--- src/rtl/ef_fold_seq.sv ---
// ef_fold_seq: control sequencer for the folded equalization filter.
// One shared MAC walks every tap per accepted sample, then strobes the output load.
module ef_fold_seq #(
  parameter int TAP_N    = 17,
  parameter int IDX_W    = 5,
  parameter int PIPE_LAT = 1,
  parameter int CNT_W    = 8
) (
  input  logic             clk,
  input  logic             rst,
  input  logic             valid_i,
  output logic             ready_o,
  output logic             shift_o,
  output logic             mac_en_o,
  output logic             mac_first_o,
  output logic [IDX_W-1:0] tap_idx_o,
  output logic             load_o,
  output logic             overrun_o,
  output logic [CNT_W-1:0] drop_cnt_o
);

  localparam int DW = (PIPE_LAT > 1) ? $clog2(PIPE_LAT) : 1;
  localparam logic [IDX_W-1:0] LAST_TAP = IDX_W'(TAP_N - 1);
  localparam logic [DW-1:0]    LAST_DRN = DW'(PIPE_LAT - 1);
  localparam logic [CNT_W-1:0] CNT_MAX  = '1;

  typedef enum logic [1:0] {
    S_IDLE,
    S_SHIFT,
    S_MAC,
    S_DRAIN
  } state_t;

  state_t           r_state;
  state_t           w_state_nx;
  logic [IDX_W-1:0] r_tap;
  logic [IDX_W-1:0] w_tap_nx;
  logic [DW-1:0]    r_drn;
  logic [DW-1:0]    w_drn_nx;
  logic             r_ovr;
  logic [CNT_W-1:0] r_drop;

  logic             w_ready;
  logic             w_shift;
  logic             w_mac_en;
  logic             w_first;
  logic [IDX_W-1:0] w_idx;
  logic             w_load;
  logic             w_drop;

  // State and sequence counters; reset aborts any sequence in flight.
  always_ff @(posedge clk) begin
    if (rst) begin
      r_state <= S_IDLE;
      r_tap   <= '0;
      r_drn   <= '0;
    end else begin
      r_state <= w_state_nx;
      r_tap   <= w_tap_nx;
      r_drn   <= w_drn_nx;
    end
  end

  // Next state plus strobes; strobes depend on registered state only,
  // valid_i only steers the next state.
  always_comb begin
    w_state_nx = r_state;
    w_tap_nx   = r_tap;
    w_drn_nx   = r_drn;
    w_ready    = 1'b0;
    w_shift    = 1'b0;
    w_mac_en   = 1'b0;
    w_first    = 1'b0;
    w_idx      = '0;
    w_load     = 1'b0;
    unique case (r_state)
      S_IDLE: begin
        w_ready = 1'b1;
        if (valid_i) begin
          w_state_nx = S_SHIFT;
        end
      end
      S_SHIFT: begin
        w_shift    = 1'b1;
        w_state_nx = S_MAC;
        w_tap_nx   = '0;
      end
      S_MAC: begin
        w_mac_en = 1'b1;
        w_idx    = r_tap;
        w_first  = (r_tap == '0);
        if (r_tap == LAST_TAP) begin
          w_state_nx = S_DRAIN;
          w_drn_nx   = '0;
        end else begin
          w_tap_nx = r_tap + IDX_W'(1);
        end
      end
      S_DRAIN: begin
        if (r_drn == LAST_DRN) begin
          w_load     = 1'b1;
          w_ready    = 1'b1;
          w_state_nx = valid_i ? S_SHIFT : S_IDLE;
        end else begin
          w_drn_nx = r_drn + DW'(1);
        end
      end
      default: begin
        w_state_nx = S_IDLE;
      end
    endcase
  end

  // A sample offered while busy is lost; remember it and count it.
  assign w_drop = valid_i & ~w_ready;

  // Sticky overrun flag and saturating drop counter.
  always_ff @(posedge clk) begin
    if (rst) begin
      r_ovr  <= 1'b0;
      r_drop <= '0;
    end else if (w_drop) begin
      r_ovr <= 1'b1;
      if (r_drop != CNT_MAX) begin
        r_drop <= r_drop + CNT_W'(1);
      end
    end
  end

  assign ready_o     = w_ready;
  assign shift_o     = w_shift;
  assign mac_en_o    = w_mac_en;
  assign mac_first_o = w_first;
  assign tap_idx_o   = w_idx;
  assign load_o      = w_load;
  assign overrun_o   = r_ovr;
  assign drop_cnt_o  = r_drop;

endmodule

--- config.mk ---
export PLATFORM = sky130hd
export DESIGN_NAME = ef_fold_seq
export DESIGN_NICKNAME = d
export VERILOG_FILES = /design/src/rtl/ef_fold_seq.sv
export SDC_FILE = /design/constraint.sdc
export NUM_CORES = 1
export LEC_CHECK = 0
export CORE_MARGIN = 5
export CORE_UTILIZATION = 35
export DETAILED_ROUTE_END_ITERATION = 6
export HOLD_SLACK_MARGIN = 0.06
export PLACE_DENSITY = 0.64
export REMOVE_ABC_BUFFERS = 1
export SETUP_SLACK_MARGIN = 0.3
export SLEW_MARGIN = 20
export SYNTH_ARGS = -nofsm -noshare
export SYNTH_HDL_FRONTEND = slang
export SYNTH_SLANG_ARGS = --single-unit
--- constraint.sdc ---
create_clock -name clk -period 2.25 [get_ports clk]
set_input_delay 0.225 -clock clk [delete_from_list [all_inputs] [get_ports clk]]
set_output_delay 0.225 -clock clk [all_outputs]
set_load 0.005 [all_outputs]
==> results of run 1 <==
-- tightest hold or removal path: cells and delay by family (launching register included) --
| family | cells | cell delay, ns |
|---|---|---|
| flip-flops | 1 | 0.34 |
| AND/OR/NAND/NOR | 2 | 0.12 |
-- layout make-up --
| cell class | count | area [um2] |
|---|---|---|
| clock buffers | 4 | 36.28 |
| inverters | 7 | 26.28 |
| flip-flops and latches | 16 | 329.1 |
| fillers | 282 | 1420 |
| repair buffers | 23 | 224.0 |
| multi-input cells | 85 | 611.8 |
| well taps | 31 | 38.79 |
-- logic make-up after synthesis --
kind of cell	after synthesis	synth area share
and+or+nand+nor	53	0.3077
AOI/OAI and AO/OA	16	0.1108
DFF	16	0.3338
buffers and inverters	12	0.05476
adders and majority gates	8	0.1043
muxes	6	0.07040
xor gates and xnor gates	2	0.01826
-- timing repair --
| action | in CTS | in global routing |
|---|---|---|
| setup buffers | 0 | 0 |
| hold buffers | 0 | 0 |
| endpoints found under the setup margin | 7 | 1 |
| gates resized for setup | 7 | 3 |
-- cell usage in the layout, fill, tap and decap left out, types with 2 or more instances in the layout --
cell,Yosys,layout
clkdlybuf4s50_1,0,20
nor2_1,15,15
dfxtp_1,16,13
nand3_1,9,9
inv_1,7,6
nor3_1,6,6
a21oi_1,6,6
ha_1,8,6
and2_1,5,5
nand2_1,5,5
nand4_1,3,3
mux2i_1,3,3
clkbuf_4,0,3
mux2_1,2,2
a41oi_1,2,2
o21ai_0,2,2
ha_4,0,2
buf_4,0,2
dfxtp_4,0,2
-- metrics by stage --
stage / area, um2 / hold slack [ns] / setup slack (ns)
after floorplan: 933.4 / 0.2941 / 0.5379
after global placement: 1197 / 0.4536 / 0.4848
after detailed placement: 1197 / 0.4699 / 0.3962
after CTS: 1249 / 0.4937 / 0.3135
after global routing: 1266 / 0.5315 / 0.3222
final: 1266 / 0.4856 / 0.4298
-- sequential cells by signal (all words and copies together), names as in the netlist --
| register | flops |
|---|---|
| drop_cnt_o | 8 |
| r_tap | 5 |
| overrun_o | 1 |
| r_state | 2 |
-- routing by layer --
layer | wire [um] | GRT usage | vias to the layer above
li1 | - | - | 441
met1 | 950 | 0.1331 | 393
met2 | 1018 | 0.1995 | 19
met3 | 125 | 0.04324 | 4
met4 | 35 | 0.05570 | 0
met5 | 0 | 0 | -
-- power by group through the flow --
stage	logic (W)	clock network, W	registers, W
floorplan	0.000219	0	0.000362
global placement	0.000373	0	0.000365
detailed placement	0.000381	0	0.000372
CTS	0.000391	0.000206	0.000374
global route	0.000469	0.000219	0.000385
finish	0.000420	0.000194	0.000377
-- how the worst min path moves through the flow --
stage                         start   endpoint  slack [ns]  depth (start not counted)
after floorplan                 rst   r_tap[1]        0.29                          1
after global placement    overrun_o  overrun_o        0.45                          2
after detailed placement  overrun_o  overrun_o        0.47                          2
after CTS                 overrun_o  overrun_o        0.49                          2
after global routing      overrun_o  overrun_o        0.53                          2
final                     overrun_o  overrun_o        0.49                          2
==> results.toml, run 1 <==
[timing]
max_freq_mhz = 549.4
finalHoldViolations = 0
min_period_over_period = 0.8090
maxSlewHeadroom = 0.7204
slew_viol_final = 0
worstMarginPinSlew_ns = 0.4181
rsz0062_at_grt = "no"
finalCriticalPeriod_ns = 1.820
tns_ns = 0
fin_skew_ns = 0.001627
setup_viol_count_final = 0

[route]
ant_nets = 0
avgViaCountPerCell = 5.163
routedWlPerCell_um = 12.83
drc = 0
drt-initial-drc-count = 22
drt-pass1-iter-count = 4
drt-total-wl_um = 2130
num_vias = 857

[global_route]
gr-usage-all-layers = 0.1192
grt_max_degree = 13
grt_pass1_wl_um = 3870
gr-total-overflow = 0
grt_pass1_vias = 857
antenna_found_initial = 0

[power]
ir_worst_vdd_uv = 525.9
intPower_w = 0.0006498
p_sw_w = 0.0003412
clkPwrFrac = 0.196
switching_share = 0.3443
power_frac_seq = 0.380
p_comb_frac = 0.424
power_w = 0.0009909
power_density_mw_per_mm2 = 782.6
leakage_nw = 0.4445

[layout]
fin_util = 0.4714
drive_gt1_frac = 0.1333
antenna_cells = 0
nNetsFinal = 147
synthToLayoutAreaGrowth_pct = 31.94
fin_cells = 166

[synth]
synth_area_leaders = "dfxtp_1, ha_1, nor2_1"
syn_area_um2 = 959.7
synth.most_common_cell = "dfxtp_1"
syn_area_per_cell_um2 = 8.493
yosys_most_used_dff = "dfxtp_1"
ys_seq_elements = 16
synthArstFlopShare = 0
synth_cells = 113
yosysSeqAreaShare = 0.3338
yosysWarnings = 0
yosysTopAreaCell = "dfxtp_1"
synth_cell_types = 35
ys_top_cells_by_count = "dfxtp_1, nor2_1, nand3_1"
netlist.area_leader.share = 0.3338
synth_edf_count = 0

[clocking]
cts_max_path_buffers = 2
clock-root-buffer = "clkbuf_4"
cts_tree = "done"
clk_pin_slew_ns = 0.09
cts.htree.levels = 1
cts.sinks = 16
clock_latency_ns = 0.29
cts_made_buffers = 3

[critical_path]
end_kind = "output port"
crit_buf_inv = 2
cp.depth = 4
cpLargestDelayFamily = "buffers and inverters"
endpoint = "tap_idx_o[4]"
critical_path.cell_chain = "inv_2, ha_4, and2_1, clkdlybuf4s50_1"
rrSetupSlack_ns = 0.52
slowest_delay_ns = 0.49
worst_ep_arrival_time_ns = 1.60
critical_path_required_ns = 2.03
crit_path_start_kind = "register"
r2r_start = "r_state[1]"
worstSetupPathType = "reg2out"
rr_worst_depth = 5
cp-startpoint = "r_state[0]"
cp_max_fo = 8
slowest_stage = "clkdlybuf4s50_1"
timing.rr.end = "drop_cnt_o[5]"

[floorplan]
die_h_um = 62.37
design.core.area_mm2 = 0.002686
rows = 19
die_area_mm2 = 0.003889
die_w_um = 62.37
io_pins = 22
initial_core_util = 0.3572

[outcome]
status = "finished, final reports clean"

[placement]
dp_cells = 162
place_congestion = 0.7711
hpwl_um = 1564
port_buffers = 21

[worst_hold_path]
hold_path_class = "reg2reg"

[job]
drv_cap = 0
Note: power is estimated with default switching activity, not from simulation.
==> inputs of run 2 (changes only) <==
Settings changed: PLACE_DENSITY 0.64 to 0.66.
Clock period 2.25 ns to 1.6 ns, I/O delays scaled along.
==> run 2 against run 1 <==
  * Non-clock buffer count rose by 31
  * Clock skew rose by 0.00051 ns
  * Highest routed layer unchanged
  * Largest cell class unchanged
  * Largest power group unchanged
  * Total power rose by 87%
  * Critical endpoint is now drop_cnt_o[3]
==> results.toml, run 2 (same netlist as run 1, synthesis figures left out) <==
[global_route]
gr-total-overflow = 0
grt_max_degree = 11
grt_pass1_wl_um = 4533
grt_pass1_vias = 1024
antenna_found_initial = 0
gr-usage-all-layers = 0.1410

[clocking]
clk_pin_slew_ns = 0.10
cts_max_path_buffers = 2
cts.sinks = 16
clock-root-buffer = "clkbuf_4"
hold_buffers = 0
cts_tree = "done"
cts.htree.levels = 1
clock_latency_ns = 0.29
cts_made_buffers = 3

[placement]
place_area_mm2 = 0.001325
place_congestion = 0.7868
dp_cells = 179
port_buffers = 21
post-place-ws_ns = -0.05100
hpwl_um = 1731

[timing]
rsz0062_at_grt = "yes"
setup_viol_count_final = 0
worstMarginPinSlew_ns = 0.2665
maxSlewHeadroom = 0.8217
finalCriticalPeriod_ns = 1.550
finalHoldViolations = 0
max_freq_mhz = 645.2
fin_skew_ns = 0.002141
setup_ws_ns = 0.05004
finalHoldWorstSlack_ns = 0.4693
min_period_over_period = 0.9687
slew_viol_final = 0

[layout]
synthToLayoutAreaGrowth_pct = 78.49
largest_reg_flops = 8
mostFrequentLayoutCells = "buf_4, buf_6, nor2_1, dfxtp_2, dlygate4sd2_1"
fillers = 238
fin_area_mm2 = 0.001713
layout_commonest_cell = "buf_4"
antenna_cells = 0
drive_gt1_frac = 0.5964
nNetsFinal = 178
fin_cells = 197

[floorplan]
die_area_mm2 = 0.003889
design.core.area_mm2 = 0.002686
die_w_um = 62.37
rows = 19
io_pins = 22
die_h_um = 62.37
initial_core_util = 0.3572

[critical_path]
critical_path_required_ns = 1.79
rrSetupSlack_ns = 0.05
crit_path_start_kind = "register"
timing.rr.end = "drop_cnt_o[3]"
end_kind = "register"
r2r_start = "r_state[1]"
worstSetupPathType = "reg2reg"
cp_max_fo = 3
worst_ep_arrival_time_ns = 1.74
rr_worst_depth = 6

[power]
power_w = 0.001849
power_density_mw_per_mm2 = 1079
ir_worst_vdd_uv = 1117
leakage_nw = 0.7201

[route]
ant_nets = 0
routedWlPerCell_um = 14.43
num_vias = 1034
drt-pass1-iter-count = 4
drt-total-wl_um = 2843
drc = 0
drt-initial-drc-count = 33
avgViaCountPerCell = 5.249

[worst_hold_path]
hold_depth = 2
hold_end = "overrun_o"
hp-start = "overrun_o"
hold_path_class = "reg2reg"

[outcome]
status = "finished, final reports clean"

[job]
drv_cap = 0
==> run 2: cell types whose count changed in the layout (fill, tap and decap cells not counted), sizes merged <==
cell           previous run  this run
dlygate4sd2               1         8
clkbuf                    4         5
buf                       2        42
dlymetal6s2s              0         1
clkdlybuf4s50            20         2
==> run 2: worst max path at each step <==
| stage | startpoint | to | slack, ns | cells after the start |
|---|---|---|---|---|
| 4_1_cts | r_state[1] | drop_cnt_o[3] | 0.06 | 6 |
| 6_report | r_state[1] | drop_cnt_o[3] | 0.05 | 6 |
| 2_1_floorplan | r_state[0] | drop_cnt_o[5] | -0.11 | 5 |
| 3_3_place_gp | r_state[1] | drop_cnt_o[5] | -0.006 | 5 |
| 5_1_grt | r_state[1] | drop_cnt_o[3] | 0.0004 | 6 |
| 3_5_place_dp | r_state[1] | drop_cnt_o[5] | -0.05 | 5 |
==> run 2: final cells by class <==
class | instances | area (um2) | area share
Sequential cell | 16 | 349.1 | 0.2038
Multi-Input combinational cell | 85 | 772.0 | 0.4507
Inverter | 7 | 31.28 | 0.01826
Clock buffer | 4 | 36.28 | 0.02118
Timing Repair Buffer | 54 | 485.5 | 0.2834
Tap cell | 31 | 38.79 | 0.02264
==> run 2: power breakdown <==
part           internal, W  total (W)  switching, W  leakage [nW]
registers         0.000455   0.000497     0.0000422         0.137
clock network     0.000139   0.000280      0.000141        0.0210
logic             0.000611    0.00107      0.000461         0.562
total              0.00121    0.00185      0.000644         0.720
==> run 2: critical path, stage by stage (launching register included) <==
cell and delay [ns]:
dfxtp_4 0.39, inv_4 0.05, ha_4 0.26, nand4_1 0.09
buf_4 0.17, nor3_4 0.17, mux2_4 0.31
==> run 2: stage by stage <==
step	utilization	TNS (ns)
floorplan	-	-0.1121
global placement	0.4932	-0.005808
detailed placement	0.4932	-0.09037
CTS	0.5855	0
global route	0.6376	0
finish	0.6376	0
==> run 2: what timing repair did <==
item                       in CTS  in global routing
pin swaps                      13                 12
buffers inserted               11                  3
setup endpoints to repair      35                 26
gates resized for setup        95                 35
==> run 2: layer usage <==
metal,vias up,routed length [um],track usage
met5,-,0,0
met4,0,54,0.07162
met3,10,125,0.03784
met2,29,1508,0.2539
met1,490,1155,0.1482
li1,505,-,-
==> inputs of run 3 (changes only) <==
Settings changed: CAP_MARGIN from default to 10, CORE_UTILIZATION 35 to 30, PLACE_DENSITY 0.66 to 0.59, TNS_END_PERCENT from default to 30.
==> run 3 against run 2 <==
  * Utilization is 15 points lower
  * Highest routed layer unchanged
  * Worst setup slack improved by 0.032 ns
  * Largest cell class unchanged
  * Die area up 14%
  * Design area decreased by 13%
  * Critical path type unchanged
==> results.toml, run 3 (same netlist as run 1, synthesis figures left out) <==
[clocking]
cts.sinks = 16
cts.htree.levels = 1
cts_max_path_buffers = 2
clk_pin_slew_ns = 0.09
clock_latency_ns = 0.28
hold_buffers = 0
cts_made_buffers = 3
clock-root-buffer = "clkbuf_4"
cts_tree = "done"

[floorplan]
initial_core_util = 0.3143
io_pins = 22
die_w_um = 66.56
die_h_um = 66.56
rows = 20
design.core.area_mm2 = 0.003053
die_area_mm2 = 0.004430

[critical_path]
crit_path_start_kind = "register"
worst_ep_arrival_time_ns = 1.70
critical_path_required_ns = 1.78
end_kind = "register"
worstSetupPathType = "reg2reg"
cp_max_fo = 3

[global_route]
antenna_found_initial = 0
grt_max_degree = 11
gr-total-overflow = 0
grt_pass1_wl_um = 4140
grt_pass1_vias = 945
gr-usage-all-layers = 0.1204

[power]
p_sw_w = 0.0005638
power_w = 0.001673
power_density_mw_per_mm2 = 1125
clkPwrFrac = 0.158
leakage_nw = 0.5798
intPower_w = 0.001109
power_frac_seq = 0.292
switching_share = 0.3370
p_comb_frac = 0.550
ir_worst_vdd_uv = 496.0

[route]
drt-initial-drc-count = 37
drc = 0
drt-pass1-iter-count = 4
avgViaCountPerCell = 4.663
ant_nets = 0
num_vias = 942
routedWlPerCell_um = 12.01
drt-total-wl_um = 2427

[placement]
place_congestion = 0.8344
place_area_mm2 = 0.001349
port_buffers = 21
dp_cells = 193
hpwl_um = 1798

[layout]
mostFrequentLayoutCells = "buf_4, nor2_1, dfxtp_1, clkdlybuf4s50_1"
drive_gt1_frac = 0.3861
largest_reg_flops = 8
synthToLayoutAreaGrowth_pct = 55.02
seq_area_um2 = 322.8
multi_input_area_um2 = 681.9
antenna_cells = 0
fillers = 297
nNetsFinal = 170
fin_cells = 202
fin_area_mm2 = 0.001488
layout_commonest_cell = "buf_4"

[timing]
min_period_over_period = 0.9488
rsz0062_at_grt = "yes"
slew_viol_final = 0
fin_skew_ns = 0.003605
worstMarginPinSlew_ns = 0.3258
maxSlewHeadroom = 0.7821
max_freq_mhz = 658.7
setup_viol_count_final = 0
finalHoldWorstSlack_ns = 0.4781
finalCriticalPeriod_ns = 1.518
finalHoldViolations = 0

[worst_hold_path]
hold_path_class = "reg2reg"

[outcome]
status = "finished, final reports clean"

[job]
drv_cap = 0
run 3: timing repair:
action,4_1_cts,5_1_grt
gates resized for setup,53,12
setup endpoints to repair,31,35
buffers inserted,5,0
pin swaps,4,2
run 3: worst paths after layout:
check / from / endpoint / slack, ns / depth (start not counted)
worst max-delay path: r_state[0] / drop_cnt_o[5] / 0.08 / 5
worst min-delay path: overrun_o / overrun_o / 0.48 / 2
worst max register to register: r_state[0] / drop_cnt_o[5] / 0.08 / 5
worst min register to register: overrun_o / overrun_o / 0.48 / 2
run 3: worst max-delay path: stages, from the launching register on:
cell	delay, ns
dfxtp_2	0.36
inv_4	0.05
ha_4	0.26
nand4_1	0.09
or3_1	0.35
mux2_4	0.30
run 3: area by class of cell:
type / count / area share
clock buffers: 4 / 0.02439
inverters: 7 / 0.01934
multi-input cells: 85 / 0.4584
flip-flops and latches: 16 / 0.2170
well taps: 44 / 0.03701
repair buffers: 46 / 0.2439
run 3: power by group through the flow:
stage | Combinational, W | Clock, W | Sequential (W)
4_1_cts | 0.000854 | 0.000278 | 0.000488
3_5_place_dp | 0.000732 | 0 | 0.000488
5_1_grt | 0.00101 | 0.000301 | 0.000493
6_report | 0.000921 | 0.000264 | 0.000488
2_1_floorplan | 0.000309 | 0 | 0.000509
3_3_place_gp | 0.000722 | 0 | 0.000486
run 3: per-layer routing:
layer  vias to the layer above  wire length, um  global-route usage
li1                        485                -                   -
met1                       435             1031              0.1353
met2                        20             1246              0.2153
met3                         2              139             0.03035
met4                         0                9             0.04569
met5                         -                0                   0
run 3: through the flow:
stage | TNS [ns] | worst slack [ns] | util
after floorplan | -0.1121 | -0.1121 | -
after global placement | 0 | 0.01237 | 0.4418
after detailed placement | -0.1111 | -0.04144 | 0.4418
after CTS | 0 | 0.07725 | 0.4721
after global routing | 0 | 0.02101 | 0.4873
final | 0 | 0.08184 | 0.4873
